===== config.mk =====
export PLATFORM = sky130hd
export DESIGN_NAME = inst_fetch_flat
export DESIGN_NICKNAME = d
export VERILOG_FILES = /design/src/rtl/inst_fetch_if.sv /design/src/rtl/inst_fetch.sv /design/src/flat_wrapper.sv
export SDC_FILE = /design/constraint.sdc
export NUM_CORES = 1
export LEC_CHECK = 0
export ABC_AREA = 1
export ABC_CLOCK_PERIOD_IN_PS = 2470
export CAP_MARGIN = 20
export CORE_MARGIN = 1.5
export CORE_UTILIZATION = 30
export DETAILED_ROUTE_END_ITERATION = 16
export PLACE_DENSITY = 0.62
export REMOVE_ABC_BUFFERS = 1
export SLEW_MARGIN = 20
export SYNTH_ARGS = -nofsm -noshare
export SYNTH_HDL_FRONTEND = slang
export SYNTH_SLANG_ARGS = --single-unit
export TNS_END_PERCENT = 100

===== constraint.sdc =====
create_clock -name clk -period 2.47 [get_ports clk]
set_clock_uncertainty 0.05 [all_clocks]
set_input_delay 0.741 -clock clk [delete_from_list [all_inputs] [get_ports clk]]
set_output_delay 0.741 -clock clk [all_outputs]
set_load 0.01 [all_outputs]

===== src/rtl/inst_fetch_if.sv =====
// inst_fetch_if: memory read port and IF/ID handshake of the instruction fetch stage.
//   mem_rd_o     fetch -> arbiter : byte read request
//   mem_addr_o   fetch -> arbiter : byte address of the request
//   mem_grant_i  arbiter -> fetch : request accepted this cycle
//   mem_din_i    memory -> fetch  : read byte, valid the cycle after a grant
//   inst_valid_o fetch -> IF/ID   : inst_o / inst_pc_o valid
//   inst_ready_i IF/ID -> fetch   : instruction accepted
//   inst_o       fetch -> IF/ID   : assembled instruction
//   inst_pc_o    fetch -> IF/ID   : PC of inst_o
// master = fetch stage, slave = memory arbiter / IF/ID side.
interface inst_fetch_if #(
    parameter int unsigned ADDR_W = 32
);
    logic              mem_rd_o;
    logic [ADDR_W-1:0] mem_addr_o;
    logic              mem_grant_i;
    logic [7:0]        mem_din_i;
    logic              inst_valid_o;
    logic              inst_ready_i;
    logic [31:0]       inst_o;
    logic [ADDR_W-1:0] inst_pc_o;

    modport master (
        output mem_rd_o, mem_addr_o, inst_valid_o, inst_o, inst_pc_o,
        input  mem_grant_i, mem_din_i, inst_ready_i
    );

    modport slave (
        input  mem_rd_o, mem_addr_o, inst_valid_o, inst_o, inst_pc_o,
        output mem_grant_i, mem_din_i, inst_ready_i
    );
endinterface


===== src/rtl/inst_fetch.sv =====
// inst_fetch: samples the PC, fetches four bytes over the byte-wide memory
// read port, assembles them little-endian and presents the word to IF/ID.
//   clk        clock
//   rst        synchronous active-high reset
//   pc_i       current PC, sampled only in IDLE
//   flush_i    branch redirect; aborts the current fetch
//   stallreq_o fetch busy; pipeline must hold
//   bus        inst_fetch_if master: memory read port + IF/ID handshake
module inst_fetch #(
    parameter int unsigned ADDR_W = 32
) (
    input  logic              clk,
    input  logic              rst,
    input  logic [ADDR_W-1:0] pc_i,
    input  logic              flush_i,
    output logic              stallreq_o,
    inst_fetch_if.master      bus
);

    typedef enum logic [1:0] {IDLE, FETCH, HOLD} state_t;

    state_t            state_q, state_d;
    logic [ADDR_W-1:0] addr_q;
    logic [ADDR_W-1:0] mem_addr_q;
    logic [2:0]        issue_cnt;
    logic [1:0]        recv_cnt;
    logic              pend_q;      // a request was granted last cycle; its byte is on mem_din_i now
    logic [31:0]       data_q;
    logic [31:0]       inst_q;
    logic [ADDR_W-1:0] inst_pc_q;
    logic              valid_q;
    logic              mem_rd;
    logic              last_byte;

    assign last_byte = pend_q && (recv_cnt == 2'd3);

    // State register
    always_ff @(posedge clk) begin
        if (rst) state_q <= IDLE;
        else     state_q <= state_d;
    end

    // Next-state logic
    always_comb begin
        state_d = state_q;
        if (flush_i) begin
            state_d = IDLE;
        end else begin
            unique case (state_q)
                IDLE:    state_d = FETCH;
                FETCH:   if (last_byte) state_d = HOLD;
                HOLD:    if (valid_q && bus.inst_ready_i) state_d = IDLE;
                default: state_d = IDLE;
            endcase
        end
    end

    // Combinational outputs; forced low while reset is held so all outputs read zero
    always_comb begin
        stallreq_o = 1'b0;
        mem_rd     = 1'b0;
        if (!rst) begin
            stallreq_o = (state_q != HOLD);
            mem_rd     = (state_q == FETCH) && !issue_cnt[2];
        end
    end

    // Datapath: issue/receive counters, byte assembly, registered outputs.
    // mem_addr_q tracks addr_q + issue_cnt directly so the address output is a flop.
    always_ff @(posedge clk) begin
        if (rst) begin
            addr_q     <= '0;
            mem_addr_q <= '0;
            issue_cnt  <= '0;
            recv_cnt   <= '0;
            pend_q     <= 1'b0;
            data_q     <= '0;
            inst_q     <= '0;
            inst_pc_q  <= '0;
            valid_q    <= 1'b0;
        end else if (flush_i) begin
            issue_cnt <= '0;
            recv_cnt  <= '0;
            pend_q    <= 1'b0;
            valid_q   <= 1'b0;
        end else begin
            unique case (state_q)
                IDLE: begin
                    addr_q     <= pc_i;
                    mem_addr_q <= pc_i;
                    issue_cnt  <= '0;
                    recv_cnt   <= '0;
                    pend_q     <= 1'b0;
                end
                FETCH: begin
                    pend_q <= mem_rd && bus.mem_grant_i;
                    if (mem_rd && bus.mem_grant_i) begin
                        issue_cnt  <= issue_cnt + 3'd1;
                        mem_addr_q <= mem_addr_q + 1'b1;
                    end
                    if (pend_q) begin
                        data_q[8*recv_cnt +: 8] <= bus.mem_din_i;
                        recv_cnt                <= recv_cnt + 2'd1;
                    end
                    if (last_byte) begin
                        inst_q    <= {bus.mem_din_i, data_q[23:0]};
                        inst_pc_q <= addr_q;
                        valid_q   <= 1'b1;
                    end
                end
                HOLD: begin
                    if (valid_q && bus.inst_ready_i) valid_q <= 1'b0;
                end
                default: ;
            endcase
        end
    end

    assign bus.mem_rd_o     = mem_rd;
    assign bus.mem_addr_o   = mem_addr_q;
    assign bus.inst_valid_o = valid_q;
    assign bus.inst_o       = inst_q;
    assign bus.inst_pc_o    = inst_pc_q;

endmodule

===== src/flat_wrapper.sv =====
// flat-port wrapper written by rule: the top's interface ports become plain ports
module inst_fetch_flat 
#(
    parameter int unsigned ADDR_W = 32
)
  (clk, rst, pc_i, flush_i, stallreq_o, bus_mem_rd_o, bus_mem_addr_o, bus_inst_valid_o, bus_inst_o, bus_inst_pc_o, bus_mem_grant_i, bus_mem_din_i, bus_inst_ready_i);
  inst_fetch_if #(.ADDR_W(ADDR_W)) bus_i ();
  input  logic clk;
  input  logic rst;
  input  logic [ADDR_W-1:0] pc_i;
  input  logic flush_i;
  output logic stallreq_o;
  output wire logic [$bits(bus_i.mem_rd_o)-1:0] bus_mem_rd_o;
  output wire logic [$bits(bus_i.mem_addr_o)-1:0] bus_mem_addr_o;
  output wire logic [$bits(bus_i.inst_valid_o)-1:0] bus_inst_valid_o;
  output wire logic [$bits(bus_i.inst_o)-1:0] bus_inst_o;
  output wire logic [$bits(bus_i.inst_pc_o)-1:0] bus_inst_pc_o;
  input wire logic [$bits(bus_i.mem_grant_i)-1:0] bus_mem_grant_i;
  input wire logic [$bits(bus_i.mem_din_i)-1:0] bus_mem_din_i;
  input wire logic [$bits(bus_i.inst_ready_i)-1:0] bus_inst_ready_i;
  assign bus_mem_rd_o = bus_i.mem_rd_o;
  assign bus_mem_addr_o = bus_i.mem_addr_o;
  assign bus_inst_valid_o = bus_i.inst_valid_o;
  assign bus_inst_o = bus_i.inst_o;
  assign bus_inst_pc_o = bus_i.inst_pc_o;
  assign bus_i.mem_grant_i = bus_mem_grant_i;
  assign bus_i.mem_din_i = bus_mem_din_i;
  assign bus_i.inst_ready_i = bus_inst_ready_i;
  inst_fetch #(.ADDR_W(ADDR_W)) u_core (.clk(clk), .rst(rst), .pc_i(pc_i), .flush_i(flush_i), .stallreq_o(stallreq_o), .bus(bus_i));
endmodule

==> results of run 1 <==
[logic make-up after synthesis]
| group | synth area share, % |
|---|---|
| buffers and inverters | 7.496 |
| AND/OR/NAND/NOR | 27.95 |
| AO/OA/AOI/OAI | 17.22 |
| adder cells (fa/ha/maj) | 2.107 |
| flip-flops | 45.22 |
[cell type report]
cell class / instances / area, um^2 / area share, %
Clock buffer: 18 / 439.2 / 4.597
Clock inverter: 14 / 167.7 / 1.755
Inverter: 66 / 247.7 / 2.593
Multi-Input combinational cell: 742 / 3372 / 35.29
Sequential cell: 161 / 3223 / 33.73
Tap cell: 319 / 399.1 / 4.178
Timing Repair Buffer: 170 / 1705 / 17.85
[worst min path at each step]
stage,from,end,slack (ps),cells after the start
after detailed placement,u_core.data_q[9]$_SDFFE_PP0P_,u_core.bus.inst_o[9]$_SDFFE_PP0P_,390,2
after global placement,u_core.data_q[15]$_SDFFE_PP0P_,u_core.bus.inst_o[15]$_SDFFE_PP0P_,390,2
after CTS,u_core.data_q[10]$_SDFFE_PP0P_,u_core.bus.inst_o[10]$_SDFFE_PP0P_,400,2
after global routing,u_core.data_q[12]$_SDFFE_PP0P_,u_core.data_q[12]$_SDFFE_PP0P_,420,2
final,u_core.data_q[10]$_SDFFE_PP0P_,u_core.bus.inst_o[10]$_SDFFE_PP0P_,400,2
after floorplan,u_core.issue_cnt[0]$_SDFFE_PP0P_,u_core.issue_cnt[0]$_SDFFE_PP0P_,380,1
[routing by layer]
metal	vias to the layer above	global-route usage [%]	share of wire, %
met5	-	0	0
met4	0	5.121	1.7
met3	23	3.882	4.9
met2	175	28.07	45
met1	3126	22.51	48
li1	3566	-	-
[cell usage in the layout, fill, tap and decap left out, types with 5 or more instances in the layout]
master,n
o21ai_1,5
clkbuf_16,17
clkdlybuf4s50_1,140
nor2_1,250
nand2_1,171
buf_4,20
nor2_2,8
dfxtp_1,161
inv_1,61
ha_1,12
o21ai_0,140
nand2_2,6
a21oi_1,89
nand3_1,27
buf_12,6
nor3_1,10
[registers in the layout, indices dropped and copies added (netlist names)]
name                     count
u_core.bus.mem_addr_o       32
u_core.data_q               24
u_core.pend_q                1
u_core.bus.inst_pc_o        32
u_core.issue_cnt             3
u_core.bus.inst_o           32
u_core.bus.inst_valid_o      1
u_core.addr_q               32
u_core.recv_cnt              2
u_core.state_q               2
[per-stage QoR]
step	setup WS, ps	setup TNS, ps
3_3_place_gp	-401.7	-806.5
4_1_cts	8.113	0
5_1_grt	66.22	0
3_5_place_dp	-407.7	-914.2
6_report	157.4	0
2_1_floorplan	-593.3	-43740
[cell usage after synthesis]
cell type	instances	share of area, %
nand3_1	27	1.9
clkbuf_1	26	1.4
ha_1	12	2.1
buf_6	8	1.3
inv_2	4	0.21
a21oi_1	89	6.3
o21ai_0	140	9.8
or3_1	1	0.088
nand2_2	6	0.53
a211oi_1	2	0.21
nand4_2	1	0.18
buf_1	1	0.053
nand4_1	4	0.35
buf_4	4	0.42
nor2_2	7	0.61
buf_2	12	0.84
or2_1	1	0.088
nand2_1	171	9.0
a211oi_2	1	0.18
clkbuf_2	1	0.070
a31oi_1	1	0.088
nand3b_1	4	0.42
inv_1	61	3.2
or2_0	1	0.088
o21ai_1	5	0.35
nor2_4	4	0.63
dfxtp_1	161	45
clkinv_1	1	0.053
o31ai_1	3	0.32
nor3_1	10	0.70
nor3_2	1	0.14
nor2_1	251	13
[what timing repair did]
| item | CTS | global route |
|---|---|---|
| resized for setup | 8 | 3 |
| pin swaps | 0 | 0 |
| setup endpoints to repair | 2 | 2 |
[report_power, final]
| part | switching, uW | leakage, uW | internal [uW] |
|---|---|---|---|
| registers | 108 | 0.00131 | 2700 |
| logic | 420 | 0.00183 | 337 |
| clock network | 1180 | 0.000292 | 1550 |
==> out/qor.yml, run 1 <==
hold_violations: 0
antennaDiodeCount: 0
grt_pass1_wl_um: 32980
r2r_end: "u_core.bus.mem_addr_o[15]$_SDFFE_PP0P_"
crit_path_max_fanout: 7
slew_headroom_pct: 67.63
finalCoreUtilization_pct: 40.83
setup_viol: 0
placed_cells: 1458
num_rows: 56
peakVddDrop_mv: 0.3812
drt_iter0_drc: 452
cp.depth: 1
track_usage_pct: 17.15
slew_violations: 0
port_buffers: 143
fp.dieW_um: 157.1
crit_path_top_delay_cell: "clkdlybuf4s50_1"
cts-root-buf: "clkbuf_16"
avgRoutedWirePerCell_um: 13.83
grt_pass1_vias: 6341
antenna_found_initial: 0
routed_wl_um: 20610
finalWeightedCongestion: 0.8423
core_area_mm2: 0.02340
startpoint: "u_core.bus.mem_addr_o[19]$_SDFFE_PP0P_"
cts.clk_slew.worst_paths_ps: 70
syn_area_per_cell_um2: 6.980
period_share_pct: 93.63
dr.pass1.iters: 5
drc_errors: 0
placed_area_mm2: 0.008949
crit_type: "reg2out"
endpoint: "bus_mem_addr_o[19]"
cp_data_arrival_time_ps: 1520
start_kind: "register"
cts_buffers: 17
max_freq_mhz: 432.4
synth_cells: 1021
critPathBufInv: 1
postCtsSetupBuffers: 0
clk-insertion-delay-late_ps: 430
fillers: 2466
total_power_uw: 6301
synth-warning-count: 0
dieArea_mm2: 0.02469
ys_types: 32
grt_max_degree: 69
cap_viol_max_count: 0
cts_tree: "yes"
routed_via_density: 4.624
area_growth_pct: 34.06
cts_num_sinks: 161
ant_nets: 0
cts_buffer_depth: 2
worst_ep_required_time_ps: 1680
overflow: 0
worstReg2RegStart: "u_core.state_q[1]$_SDFFE_PP0P_"
whs_ps: 395.5
period_needed_ps: 2313
rsz0062_at_grt: "false"
hpwl_um: 14590
critPathCaptureType: "primary output"
yosysSeqAreaShare_pct: 45.22
p_per_area_mw_per_mm2: 659.5
path_delay_family: "buffers and inverters"
boundaryPins: 144
hold_buffers: 0
r2r_setup_slack_ps: 440
fin_nets: 1215
r2r_cells: 12
synth_area_mm2: 0.007127
layout-drive-gt1-share_pct: 7.344
p_leak_uw: 0.003427
ys_ff_latch: 161
hp-class: "reg2reg"
die_h_um: 157.1
vias: 6890
worstPathCellList: "clkdlybuf4s50_1"
start_util_pct: 30.45
post_layout_nonfiller_instances: 1490
finalInstanceArea_mm2: 0.009554
cts-htree-levels: 4
critPathMaxStageDelay_ps: 630
outcome: "completed"
worst_slew_pin_slew_ps: 485.6
No activity file was read; power rests on OpenSTA's default activity.
==> inputs of run 2 (changes only) <==
--- a/config.mk
+++ b/config.mk
@@ -8,7 +8,7 @@
 export ABC_AREA = 1
 export ABC_CLOCK_PERIOD_IN_PS = 2470
 export CAP_MARGIN = 20
-export CORE_MARGIN = 1.5
+export CORE_MARGIN = 2
 export CORE_UTILIZATION = 30
 export DETAILED_ROUTE_END_ITERATION = 16
 export PLACE_DENSITY = 0.62
==> run 2 against run 1 <==
Final cell count shrank 0.13%. Sequential power is essentially flat. Combinational power grew 1%. Highest routed layer unchanged. First-iteration DRC count shrank 3.1%. Sequential share of layout area grew 0.084 points. Wire length shrank 1.8%. Count of clock-buffer cells in the layout is the same. Non-clock buffer count shrank 2. Sequential cell count is the same. Power shrank 1.2%. Final area shrank 0.25%. Worst setup slack lost 140 ps.
==> out/qor.yml, run 2 (synthesis gave the netlist of run 1 again) <==
hold_violations: 0  # unchanged
avgRoutedWirePerCell_um: 13.59  # -1.7%
cts_buffers: 17  # unchanged
hpwl_um: 14590  # about the same
start_util_pct: 30.45  # unchanged
antennaDiodeCount: 0  # unchanged
area_growth_pct: 33.73
dieArea_mm2: 0.02501  # +1.3%
cp_data_arrival_time_ps: 1660  # +140 ps
antenna_found_initial: 0  # unchanged
grtUsageMet1_pct: 21.04  # -1.5 points
finalInstanceArea_mm2: 0.009530  # -0.25%
fillers: 2447  # -0.77%
grt_pass1_wl_um: 32160  # -2.5%
max_freq_mhz: 408.5  # -5.5%
slew_headroom_pct: 69.10  # +1.5 points
worst_slew_pin_slew_ps: 463.4  # -22.17 ps
period_share_pct: 99.10  # +5.5 points
worst_ep_required_time_ps: 1680  # about the same
seqCellArea_mm2: 0.003223  # unchanged
dr.pass1.iters: 5  # unchanged
clk-insertion-delay-late_ps: 430  # about the same
routed_via_density: 4.598  # -0.56%
cts_tree: "yes"
vias: 6842  # -0.70%
port_buffers: 143  # unchanged
multi_input_area_mm2: 0.003374  # about the same
fin_ws_ps: 22.24  # -135.1 ps
peakVddDrop_mv: 0.4062  # +6.6%
overflow: 0  # unchanged
grtUsageMet3_pct: 4.435  # +0.55 points
cts-root-buf: "clkbuf_16"
setup_viol: 0  # unchanged
crit_type: "in2out"
fp.dieW_um: 158.1  # +0.64%
hp-class: "reg2reg"
routed_wl_um: 20230  # -1.8%
tns_ps: 0  # unchanged
grt_most_used_layer: "met2"
critPathCaptureType: "primary output"
pre_cts_slack_ps: -437.2  # -29.49 ps
cts_buffer_depth: 2  # unchanged
slew_violations: 0  # unchanged
p_per_area_mw_per_mm2: 653.2  # -0.95%
drc_errors: 0  # unchanged
drt_iter0_drc: 438  # -3.1%
p_leak_uw: 0.003411  # -0.48%
layout_common_cells: "nor2_1, nand2_1, dfxtp_1"
cts.clk_slew.worst_paths_ps: 60  # about the same
period_needed_ps: 2448  # +135.1 ps
rsz0062_at_grt: "false"
outcome: "completed"
fin_nets: 1213  # -0.16%
boundaryPins: 144  # unchanged
grt_max_degree: 77  # +12%
start_kind: "primary input"
track_usage_pct: 16.53  # -0.62 points
placed_area_mm2: 0.008946  # about the same
core_area_mm2: 0.02340  # unchanged
cap_viol_max_count: 0  # unchanged
layout-drive-gt1-share_pct: 7.100  # -0.24 points
crit_path_max_fanout: 3  # -4
ant_nets: 0  # unchanged
layout_commonest_cell: "nor2_1"
die_h_um: 158.1  # +0.64%
grt_pass1_vias: 6282  # -0.93%
num_rows: 56  # unchanged
cts-htree-levels: 4  # unchanged
finalWeightedCongestion: 0.8511  # +1.0%
cts_num_sinks: 161  # unchanged
postCtsSetupBuffers: 0  # unchanged
met2_usage_pct: 26.96  # -1.1 points
-- run 2: cell types whose count changed in the layout (fill, tap and decap cells not counted), moves of 2 or more --
cell / change
inv_6: +2
inv_8: -2
buf_4: -4
clkinv_2: +3
clkinv_4: -2
-- run 2: worst paths after layout --
path                                        from                           endpoint  slack [ps]  cells past startpoint
setup / recovery                             rst                         stallreq_o          20                      5
hold reg to reg    u_core.data_q[9]$_SDFFE_PP0P_  u_core.bus.inst_o[9]$_SDFFE_PP0P_         400                      2
hold / removal     u_core.data_q[9]$_SDFFE_PP0P_  u_core.bus.inst_o[9]$_SDFFE_PP0P_         400                      2
setup reg to reg  u_core.state_q[1]$_SDFFE_PP0P_      u_core.data_q[1]$_SDFFE_PP0P_         320                      9
-- run 2: through the flow --
step	hold WS, ps	power (uW)	std cells	util [%]
global route	419.1	6517	1488	40.72
floorplan	378.3	3224	969	-
finish	401.2	6226	1488	40.72
global placement	383.7	3628	1456	38.23
CTS	404.8	6305	1488	40.69
detailed placement	396.3	3640	1456	38.23
-- run 2: final cells by class --
class,count,share of cell area (%)
Tap cell,319,4.188
Inverter,66,2.599
Clock buffer,18,4.503
Sequential cell,161,33.82
Multi-Input combinational cell,742,35.41
Timing Repair Buffer,168,17.88
Clock inverter,14,1.602
-- run 2: critical path, cell delays in order --
cell and delay [ps]:
clkdlybuf4s50_1 420, buf_6 140, buf_4 140, nor2_1 80, buf_2 130
-- run 2: timing repair --
action                     CTS  global route
setup endpoints to repair    2            25
hold buffers                 0             0
resized for setup            9             2
-- run 2: layer usage --
layer	up-vias	part of all wire, %
li1	3559	-
met2	177	45
met3	27	6.1
met1	3079	47
met4	0	1.9
met5	-	0
-- run 2: power by group --
part | switching (uW) | internal [uW] | leakage [uW]
combinational | 424 | 344 | 0.00182
sequential | 106 | 2710 | 0.00131
clock | 1140 | 1500 | 0.000286
total | 1670 | 4550 | 0.00341
